### src/rtl/wb_pkg.sv
// Shared definitions for the writeback/commit stage.
`timescale 1ns/1ps
package wb_pkg;

    localparam int ADDR_W   = 5;
    localparam int DATA_W   = 32;
    localparam int NUM_REGS = 32;

    // One architectural result waiting to be written back.
    typedef struct packed {
        logic [ADDR_W-1:0] addr;
        logic [DATA_W-1:0] data;
    } result_t;

endpackage

### src/rtl/wb_fifo.sv
// Small in-order synchronous FIFO used to buffer load results.
// Push is ignored when full and pop is ignored when empty.
// Push and pop on the same edge are allowed.
`timescale 1ns/1ps
module wb_fifo #(
    parameter int DEPTH = 2,
    parameter int W     = 37
) (
    input  logic         clk,
    input  logic         rst_n,
    input  logic         push,
    input  logic [W-1:0] push_data,
    input  logic         pop,
    output logic [W-1:0] pop_data,
    output logic         full,
    output logic         empty
);

    localparam int PTR_W = (DEPTH > 1) ? $clog2(DEPTH) : 1;
    localparam int CNT_W = PTR_W + 1;

    logic [W-1:0]     mem_r [DEPTH];
    logic [PTR_W-1:0] wr_ptr_r;
    logic [PTR_W-1:0] rd_ptr_r;
    logic [CNT_W-1:0] count_r;
    logic             push_ok_s;
    logic             pop_ok_s;

    assign full      = (count_r == CNT_W'(DEPTH));
    assign empty     = (count_r == {CNT_W{1'b0}});
    assign push_ok_s = push && !full;
    assign pop_ok_s  = pop && !empty;
    assign pop_data  = mem_r[rd_ptr_r];

    // Storage, pointers and occupancy; pointers wrap naturally because DEPTH is a power of two.
    always_ff @(posedge clk or negedge rst_n) begin
        if (!rst_n) begin
            for (int i = 0; i < DEPTH; i++) begin
                mem_r[i] <= {W{1'b0}};
            end
            wr_ptr_r <= {PTR_W{1'b0}};
            rd_ptr_r <= {PTR_W{1'b0}};
            count_r  <= {CNT_W{1'b0}};
        end else begin
            if (push_ok_s) begin
                mem_r[wr_ptr_r] <= push_data;
                wr_ptr_r        <= wr_ptr_r + PTR_W'(1);
            end
            if (pop_ok_s) begin
                rd_ptr_r <= rd_ptr_r + PTR_W'(1);
            end
            case ({push_ok_s, pop_ok_s})
                2'b10:   count_r <= count_r + CNT_W'(1);
                2'b01:   count_r <= count_r - CNT_W'(1);
                default: count_r <= count_r;
            endcase
        end
    end

endmodule

### src/rtl/wb_commit.sv
// Writeback/commit stage: merges un-stallable ALU results with buffered load
// results into a single registered register-file write port, and tracks
// outstanding writes per register for RAW hazard detection in decode.
`timescale 1ns/1ps
module wb_commit #(
    parameter int DEPTH  = 2,
    parameter int CNT_W  = 2,
    parameter int DATA_W = 32,
    parameter int ADDR_W = 5
) (
    input  logic              clk,
    input  logic              rst_n,
    input  logic              alu_valid,
    input  logic [ADDR_W-1:0] alu_addr,
    input  logic [DATA_W-1:0] alu_data,
    input  logic              mem_valid,
    output logic              mem_ready,
    input  logic [ADDR_W-1:0] mem_addr,
    input  logic [DATA_W-1:0] mem_data,
    input  logic              issue_valid,
    input  logic [ADDR_W-1:0] issue_addr,
    output logic              issue_ready,
    input  logic [ADDR_W-1:0] rs_addr,
    input  logic [ADDR_W-1:0] rt_addr,
    output logic              hazard_a,
    output logic              hazard_b,
    output logic              WriteReg,
    output logic [ADDR_W-1:0] addrW,
    output logic [DATA_W-1:0] dataW
);

    import wb_pkg::*;

    localparam int              ENT_W   = ADDR_W + DATA_W;
    localparam logic [CNT_W-1:0] CNT_MAX = {CNT_W{1'b1}};
    localparam logic [CNT_W-1:0] CNT_ONE = CNT_W'(1);

    // Load-path FIFO
    logic              fifo_push_s;
    logic              fifo_pop_s;
    logic [ENT_W-1:0]  fifo_head_s;
    logic              fifo_full_s;
    logic              fifo_empty_s;

    // Commit selection
    logic              sel_valid_s;
    logic [ADDR_W-1:0] sel_addr_s;
    logic [DATA_W-1:0] sel_data_s;

    // Output register
    logic              write_reg_r;
    logic [ADDR_W-1:0] addr_w_r;
    logic [DATA_W-1:0] data_w_r;

    // Scoreboard
    logic [CNT_W-1:0]  cnt_r   [NUM_REGS];
    logic [CNT_W-1:0]  cnt_nxt_s [NUM_REGS];
    logic              issue_fire_s;

    assign mem_ready   = !fifo_full_s;
    assign fifo_push_s = mem_valid && !fifo_full_s;
    // The ALU cannot be stalled, so the FIFO only drains on ALU-idle cycles.
    assign fifo_pop_s  = !alu_valid && !fifo_empty_s;

    wb_fifo #(
        .DEPTH (DEPTH),
        .W     (ENT_W)
    ) u_load_fifo (
        .clk       (clk),
        .rst_n     (rst_n),
        .push      (fifo_push_s),
        .push_data ({mem_addr, mem_data}),
        .pop       (fifo_pop_s),
        .pop_data  (fifo_head_s),
        .full      (fifo_full_s),
        .empty     (fifo_empty_s)
    );

    // Priority select: ALU result first, else the oldest buffered load.
    always_comb begin
        sel_valid_s = 1'b0;
        sel_addr_s  = {ADDR_W{1'b0}};
        sel_data_s  = {DATA_W{1'b0}};
        if (alu_valid) begin
            sel_valid_s = 1'b1;
            sel_addr_s  = alu_addr;
            sel_data_s  = alu_data;
        end else if (!fifo_empty_s) begin
            sel_valid_s = 1'b1;
            sel_addr_s  = fifo_head_s[ENT_W-1:DATA_W];
            sel_data_s  = fifo_head_s[DATA_W-1:0];
        end else begin
            sel_valid_s = 1'b0;
        end
    end

    // Register-file write port; r0 results are consumed but never enabled.
    always_ff @(posedge clk or negedge rst_n) begin
        if (!rst_n) begin
            write_reg_r <= 1'b0;
            addr_w_r    <= {ADDR_W{1'b0}};
            data_w_r    <= {DATA_W{1'b0}};
        end else begin
            write_reg_r <= sel_valid_s && (sel_addr_s != {ADDR_W{1'b0}});
            if (sel_valid_s) begin
                addr_w_r <= sel_addr_s;
                data_w_r <= sel_data_s;
            end
        end
    end

    assign WriteReg = write_reg_r;
    assign addrW    = addr_w_r;
    assign dataW    = data_w_r;

    // Headroom is judged on the current count only, ignoring a coinciding retire.
    assign issue_ready  = (cnt_r[issue_addr] != CNT_MAX);
    assign issue_fire_s = issue_valid && issue_ready && (issue_addr != {ADDR_W{1'b0}});
    assign hazard_a     = (cnt_r[rs_addr] != {CNT_W{1'b0}});
    assign hazard_b     = (cnt_r[rt_addr] != {CNT_W{1'b0}});

    // Per-register next count: +1 on issue, -1 on retire (never below 0), r0 pinned at 0.
    always_comb begin
        for (int i = 0; i < NUM_REGS; i++) begin
            cnt_nxt_s[i] = cnt_r[i];
        end
        for (int i = 1; i < NUM_REGS; i++) begin
            logic inc_v;
            logic dec_v;
            inc_v = issue_fire_s && (issue_addr == ADDR_W'(i));
            dec_v = write_reg_r && (addr_w_r == ADDR_W'(i)) && (cnt_r[i] != {CNT_W{1'b0}});
            if (inc_v && !dec_v) begin
                cnt_nxt_s[i] = cnt_r[i] + CNT_ONE;
            end else if (dec_v && !inc_v) begin
                cnt_nxt_s[i] = cnt_r[i] - CNT_ONE;
            end else begin
                cnt_nxt_s[i] = cnt_r[i];
            end
        end
        cnt_nxt_s[0] = {CNT_W{1'b0}};
    end

    // Scoreboard counter state.
    always_ff @(posedge clk or negedge rst_n) begin
        if (!rst_n) begin
            for (int i = 0; i < NUM_REGS; i++) begin
                cnt_r[i] <= {CNT_W{1'b0}};
            end
        end else begin
            for (int i = 0; i < NUM_REGS; i++) begin
                cnt_r[i] <= cnt_nxt_s[i];
            end
        end
    end

endmodule
### config.mk
export PLATFORM = sky130hd
export DESIGN_NAME = wb_commit
export DESIGN_NICKNAME = d
export VERILOG_FILES = /design/src/rtl/wb_pkg.sv /design/src/rtl/wb_fifo.sv /design/src/rtl/wb_commit.sv
export SDC_FILE = /design/constraint.sdc
export NUM_CORES = 1
export LEC_CHECK = 0
export BUFFER_PORTS_ARGS = -buffer_cell sky130_fd_sc_hd__buf_4
export CORE_ASPECT_RATIO = 0.8
export CORE_MARGIN = 2
export CORE_UTILIZATION = 63
export DETAILED_ROUTE_END_ITERATION = 12
export PLACE_DENSITY = 0.85
export RECOVER_POWER = 100
export SYNTH_ARGS = -nofsm -noshare
export SYNTH_HDL_FRONTEND = slang
export SYNTH_HIERARCHICAL = 1
export SYNTH_SLANG_ARGS = --single-unit
### constraint.sdc
create_clock -name clk -period 4.2 [get_ports clk]
set_input_delay 0.42 -clock clk [delete_from_list [all_inputs] [get_ports clk]]
set_output_delay 0.42 -clock clk [all_outputs]
set_load 0.005 [all_outputs]
### Word level (Yosys, flattened, before mapping)

Cells that the tools add are included.

* $add $sub $neg: 66
* order comparisons: 6
* equality and inequality tests: 66
* muxes and demuxes: 84
* bitwise gates (word level): 5
* reductions and logical operators: 296

Operator list (number)
* logical AND 1 bit: 163
* == test 5 bit, second input constant: 32
* 2-to-1 mux 37 bit: 4
* 2-to-1 mux 2 bit: 68
* nonzero test 2 bit: 65
* == test 5 x 4 -> 1 bit, second input constant: 16
* bitwise mux 74 bit: 1
* logical NOT 1 bit: 65
* adder 2 x 1 -> 2 bit, second input constant: 32
* 2-to-1 mux 32 bit: 2
* subtractor 2 x 1 -> 2 bit, second input constant: 32
* == test 5 x 3 -> 1 bit, second input constant: 8
* demux 37 bit (select 1 bit): 1
* binary-select mux 2 bit (select 5 bit): 3
* == test 5 x 2 -> 1 bit, second input constant: 4
* greater-or-equal comparator 6 bit, second input constant: 3
* NOT 5 -> 6 bit: 3
* == test 5 x 1 -> 1 bit, second input constant: 2
* 2-to-1 mux 5 bit: 2
* nonzero test 5 bit: 2
* == test 2 bit, second input constant: 2
* greater-or-equal comparator 2 bit, second input constant: 2
* NOT 1 -> 2 bit: 2
* case mux 2 bit (2 select lines): 1
* other kinds (6): 8

* register bits after elaboration: 178

### Depth between registers and ports, before layout

* depth in word-level cells: 12
* gate-level depth with buffers: 12
* gate-level depth less buffers: 9

### Modules after synthesis

Netlist, hierarchy kept.

Modules (own cells, without submodules)
* wb_commit: instances 1, cells each 654, area each 6426.2 um2, seq. area each 2502.4 um2
* wb_fifo: instances 1, cells each 215, area each 3597.2 um2, seq. area each 1951.9 um2

### Worst setup path before layout

No wires, ideal clock.

* path kind: in2reg
* start point: input port issue_addr[0]
* end point: register cnt_r[21] (netlist name)
* library setup time: 125 ps
* arrival: 2379 ps
* required time: 4075 ps
* slack: 1696 ps
* stages: 10
* cell sequence: buf_6 -> mux4_2 -> mux4_2 -> a21boi_4 -> buf_6 -> nor2_2 -> ha_1 -> xor2_1 -> nor2_1 -> xor2_1

* longest elaborated chain between the ends: 11
* elaborated cells between the ends (all ways): 15

Ends and longest elaborated chain
* from (decl): line wb_commit.sv:21 `input logic [ADDR_W-1:0] issue_addr,`
* NOT 5 -> 6 bit (implied by the code): line wb_commit.sv:117 `assign issue_ready = (cnt_r[issue_addr] != CNT_MAX);`
* binary-select mux 2 bit (select 5 bit): line wb_commit.sv:117
* 2-to-1 mux 2 bit (implied by the code) (2 in series): line wb_commit.sv:117
* != test 2 bit: line wb_commit.sv:117
* logical AND 1 bit (2 in series): line wb_commit.sv:118 `assign issue_fire_s = issue_valid && issue_ready && (issue_addr != {ADDR_W{1'b0}});`
* logical AND 1 bit (*): line wb_commit.sv:130 `inc_v = issue_fire_s && (issue_addr == ADDR_W'(i));`
* logical NOT 1 bit: line wb_commit.sv:134 `end else if (dec_v && !inc_v) begin`
* logical AND 1 bit: line wb_commit.sv:134
* nonzero test 2 bit (no source line)
* to (signal, indexed assignment): line wb_commit.sv:147 `cnt_r[i] <= {CNT_W{1'b0}};`
* to (signal, indexed assignment): line wb_commit.sv:151 `cnt_r[i] <= cnt_nxt_s[i];`
* to (decl): line wb_commit.sv:56 `logic [CNT_W-1:0] cnt_r [NUM_REGS];`

Every way passes the cells marked *; elsewhere a longest branch is shown, timed or not. The select of a mux whose other input is x is not followed.
A chain may end at the register's enable or synchronous reset.

### Worst setup path after layout

* start point: register u_load_fifo.count_r[0]
* end point: register data_w_r[21] (netlist: dataW[21])

* longest elaborated chain between the ends: 3
* elaborated cells between the ends (all ways): 5

Ends and longest elaborated chain
* from (decl): line wb_fifo.sv:25 `logic [CNT_W-1:0] count_r;`
* from (signal assigned): line wb_fifo.sv:43 `count_r <= {CNT_W{1'b0}};`
* from (signal assigned): line wb_fifo.sv:53 `2'b10: count_r <= count_r + CNT_W'(1);`
* from (signal assigned): line wb_fifo.sv:54 `2'b01: count_r <= count_r - CNT_W'(1);`
* logical NOT 2 bit (*): line wb_fifo.sv:30 `assign empty = (count_r == {CNT_W{1'b0}});`
* named net fifo_empty_s: line wb_commit.sv:43 `logic fifo_empty_s;`
* 2-to-1 mux 32 bit or 2-to-1 mux 1 bit (tied branches): line wb_commit.sv:88 `end else if (!fifo_empty_s) begin`
* 2-to-1 mux 32 bit or 2-to-1 mux 1 bit (tied branches): line wb_commit.sv:84 `if (alu_valid) begin`
* to (signal assigned): line wb_commit.sv:102 `data_w_r <= {DATA_W{1'b0}};`
* to (signal assigned): line wb_commit.sv:107 `data_w_r <= sel_data_s;`
* to (decl): line wb_commit.sv:53 `logic [DATA_W-1:0] data_w_r;`

Mark *: on every way through the listed nets, which the timed path passes. The rest lies on a longest branch.

==> metrics.cfg <==
[critical_path]
slowest_delay_ns=1.53
cp_slowest_cell=nor2_1
end_kind=flip-flop
cp-start-kind=flip-flop
worstPathArrival_ns=3.64
crit_required_ns=4.49
worstSetupPathType=reg -> reg
cp_max_fo=23
path_cells=nor2_1 > clkbuf_2 > mux2i_1 > o21ai_0

[drt]
drtIter0Drc=644
met3_length_um=1860
wl_per_cell_um=19.7
vias=7175
firstDrtPassIters=6
wl_met2_um=11300
ant_nets=0
drt-vias-per-instance=5.90
wirelength_met1_um=10200
drt_wl_total_um=24000
drc=0
top_layer=met4

[logic_synthesis]
ys.warnings.count=6
synthArstFlopShare=1.00
synthTopCellsByCount=dfrtp_1, nor2_1, nand2_1, mux2_2, xor2_1
yosysSeqAreaShare=0.444
synth_area_per_cell_um2=11.5
synthTopCellsByArea=dfrtp_1, mux2_2, mux2_4
synth_edf_count=0
synth_nets=995
ys.flop_type=dfrtp_1
netlist.area_leader.share=0.444
ys_ff_latch=178
synthCells=869
synth_top_area_cell=dfrtp_1
synth_cell_types=44
yosysMostFrequentCell=dfrtp_1
syn_area_mm2=0.0100

[floorplan]
fp-row-count=41
start_util=0.641
die_x_um=145
die-height_um=117
ios=136
die_area_mm2=0.0169
fp.coreArea_mm2=0.0156

[sta]
tightest_slew_ns=2.45
fin_crit_sh=0.799
hold_viol=0
fmax_ghz=0.298
max_slew_margin=-0.634
slew_viol_final=154
rsz0062_at_grt=no
tns_ns=0
setup-violations-final=0
final.min_clock_period_ns=3.36
skew_ns=0.0113

[power]
power.total_w=0.00790
p_seq_frac=0.423
ir_worst_vdd_v=0.000454
pwr_density_cell_mw_per_mm2=685
p_sw_w=0.00284
swShare=0.359
p_clk_frac=0.210
p_int_w=0.00506
leakage_nw=4.97
p_comb_frac=0.367

[flow_run]
cap_violations=3

[cts]
h-tree-depth=4
cts_buffers=17
hold_buffers=0
root_buffer=clkbuf_16
clk_pin_slew_ns=0.07
cts.path.max_buffers=2
cts_resized=0
cts.sinks=178
clk_latency_ns=0.44
post_cts_buffers=0
cts_tree=yes

[cells_and_area]
finalNetCount=1114
seq_area_mm2=0.00446
multiInputGateArea_mm2=0.00512
final.fill_count=1110
synthToLayoutAreaGrowth_pct=15.0
postLayoutCoreUtil=0.737
drive_above_1_share=0.272

[global_routing]
grt_pass1_vias=7473
grt_max_degree=98
grt_antenna_before_repair=1
grt_pass1_wl_um=39100
track_usage=0.298
grt_overflow=0

[hold_path]
hp-class=in -> reg

[placed_design]
dp_hpwl_um=16900
port_buffers=135
gp_congestion=0.969

[status]
status=complete, but fails checks
violations=capacitance limit, slew limit

[cells in the final DEF (no fill, tap or decap), types with 4 or more instances in the layout]
cell       instances
inv_1              7
nor3b_1            6
mux4_1             5
mux4_2            19
ha_1              32
inv_6              6
buf_4             94
clkbuf_16         17
nand3b_1          27
mux2_2            71
mux2i_1           38
nor2_2             7
xor2_1            64
nor2_1           103
mux2_1            37
clkbuf_4          39
and3_1             4
nand2b_1           5
nor2b_1            4
nand3_1            8
xnor2_1           34
o211ai_1           4
o21ai_0           47
dfrtp_1          177
a21oi_1           12
nand2_1           83
nor3_1            16
[routing by layer]
| metal | up-vias | GRT usage |
|---|---|---|
| met2 | 291 | 0.479 |
| met4 | 0 | 0.119 |
| met1 | 3565 | 0.400 |
| met3 | 54 | 0.0694 |
| li1 | 3265 | - |
| met5 | - | 0 |
[critical path: cells and delay by family (launching register included)]
family / cells / cell delay [ns]
buffers and inverters: 1 / 0.87
AOI/OAI and AO/OA: 1 / 0.11
muxes: 1 / 0.26
DFF: 1 / 0.43
and+or+nand+nor: 1 / 1.53
[through the flow]
| step | worst slack [ns] | hold WS [ns] | area, um^2 | std cells |
|---|---|---|---|---|
| detailed placement | 1.32 | 0.485 | 11100 | 1184 |
| finish | 0.842 | 0.182 | 11500 | 1217 |
| CTS | 1.33 | 0.108 | 11700 | 1216 |
| global placement | 1.40 | 0.479 | 11100 | 1184 |
| global route | 0.628 | 0.188 | 11500 | 1217 |
| floorplan | 1.70 | 0.124 | 10000 | 869 |
[power groups by stage]
stage / Clock (W) / Combinational (W) / Sequential (W)
finish: 0.00166 / 0.00290 / 0.00334
global route: 0.00176 / 0.00316 / 0.00344
CTS: 0.00168 / 0.00314 / 0.00335
detailed placement: 0 / 0.00311 / 0.00335
global placement: 0 / 0.00300 / 0.00331
floorplan: 0 / 0.00243 / 0.00307
[worst paths after layout]
| kind | from | to | slack, ns | cells past startpoint |
|---|---|---|---|---|
| min | alu_data[8] | dataW[8] | 0.18 | 3 |
| min reg2reg | u_load_fifo/mem_r[70] | u_load_fifo/mem_r[70] | 0.49 | 1 |
| min in group asynchronous | rst_n | u_load_fifo/mem_r[45] | 0.69 | 1 |
| max reg2reg | u_load_fifo/count_r[0] | dataW[21] | 0.84 | 4 |
| max in group asynchronous | rst_n | cnt_r[8] | 1.42 | 2 |
| max | u_load_fifo/count_r[0] | dataW[21] | 0.84 | 4 |
[registers in the layout, summed over array words and instances, names as in the netlist]
name	flops
addrW	5
dataW	32
u_load_fifo/rd_ptr_r	1
u_load_fifo/mem_r	74
cnt_r	62
WriteReg	1
u_load_fifo/wr_ptr_r	1
u_load_fifo/count_r	2
[final cells by class]
| cell class | instances | share of cell area |
|---|---|---|
| diodes | 1 | 0.000217 |
| clock buffers | 17 | 0.0369 |
| clock inverters | 15 | 0.0163 |
| inverters | 7 | 0.00228 |
| multi-input cells | 644 | 0.444 |
| flip-flops and latches | 178 | 0.386 |
| well taps | 215 | 0.0233 |
| repair buffers | 140 | 0.0906 |
[kinds of logic after synthesis]
group | count (synthesis) | synth area share
AOI/OAI and AO/OA | 75 | 0.0446
xor gates and xnor gates | 98 | 0.0856
adders and majority gates | 32 | 0.0399
and+or+nand+nor | 266 | 0.123
DFF | 178 | 0.444
buffers and inverters | 47 | 0.0291
muxes | 173 | 0.233
Power figures use the tool's default switching activity.
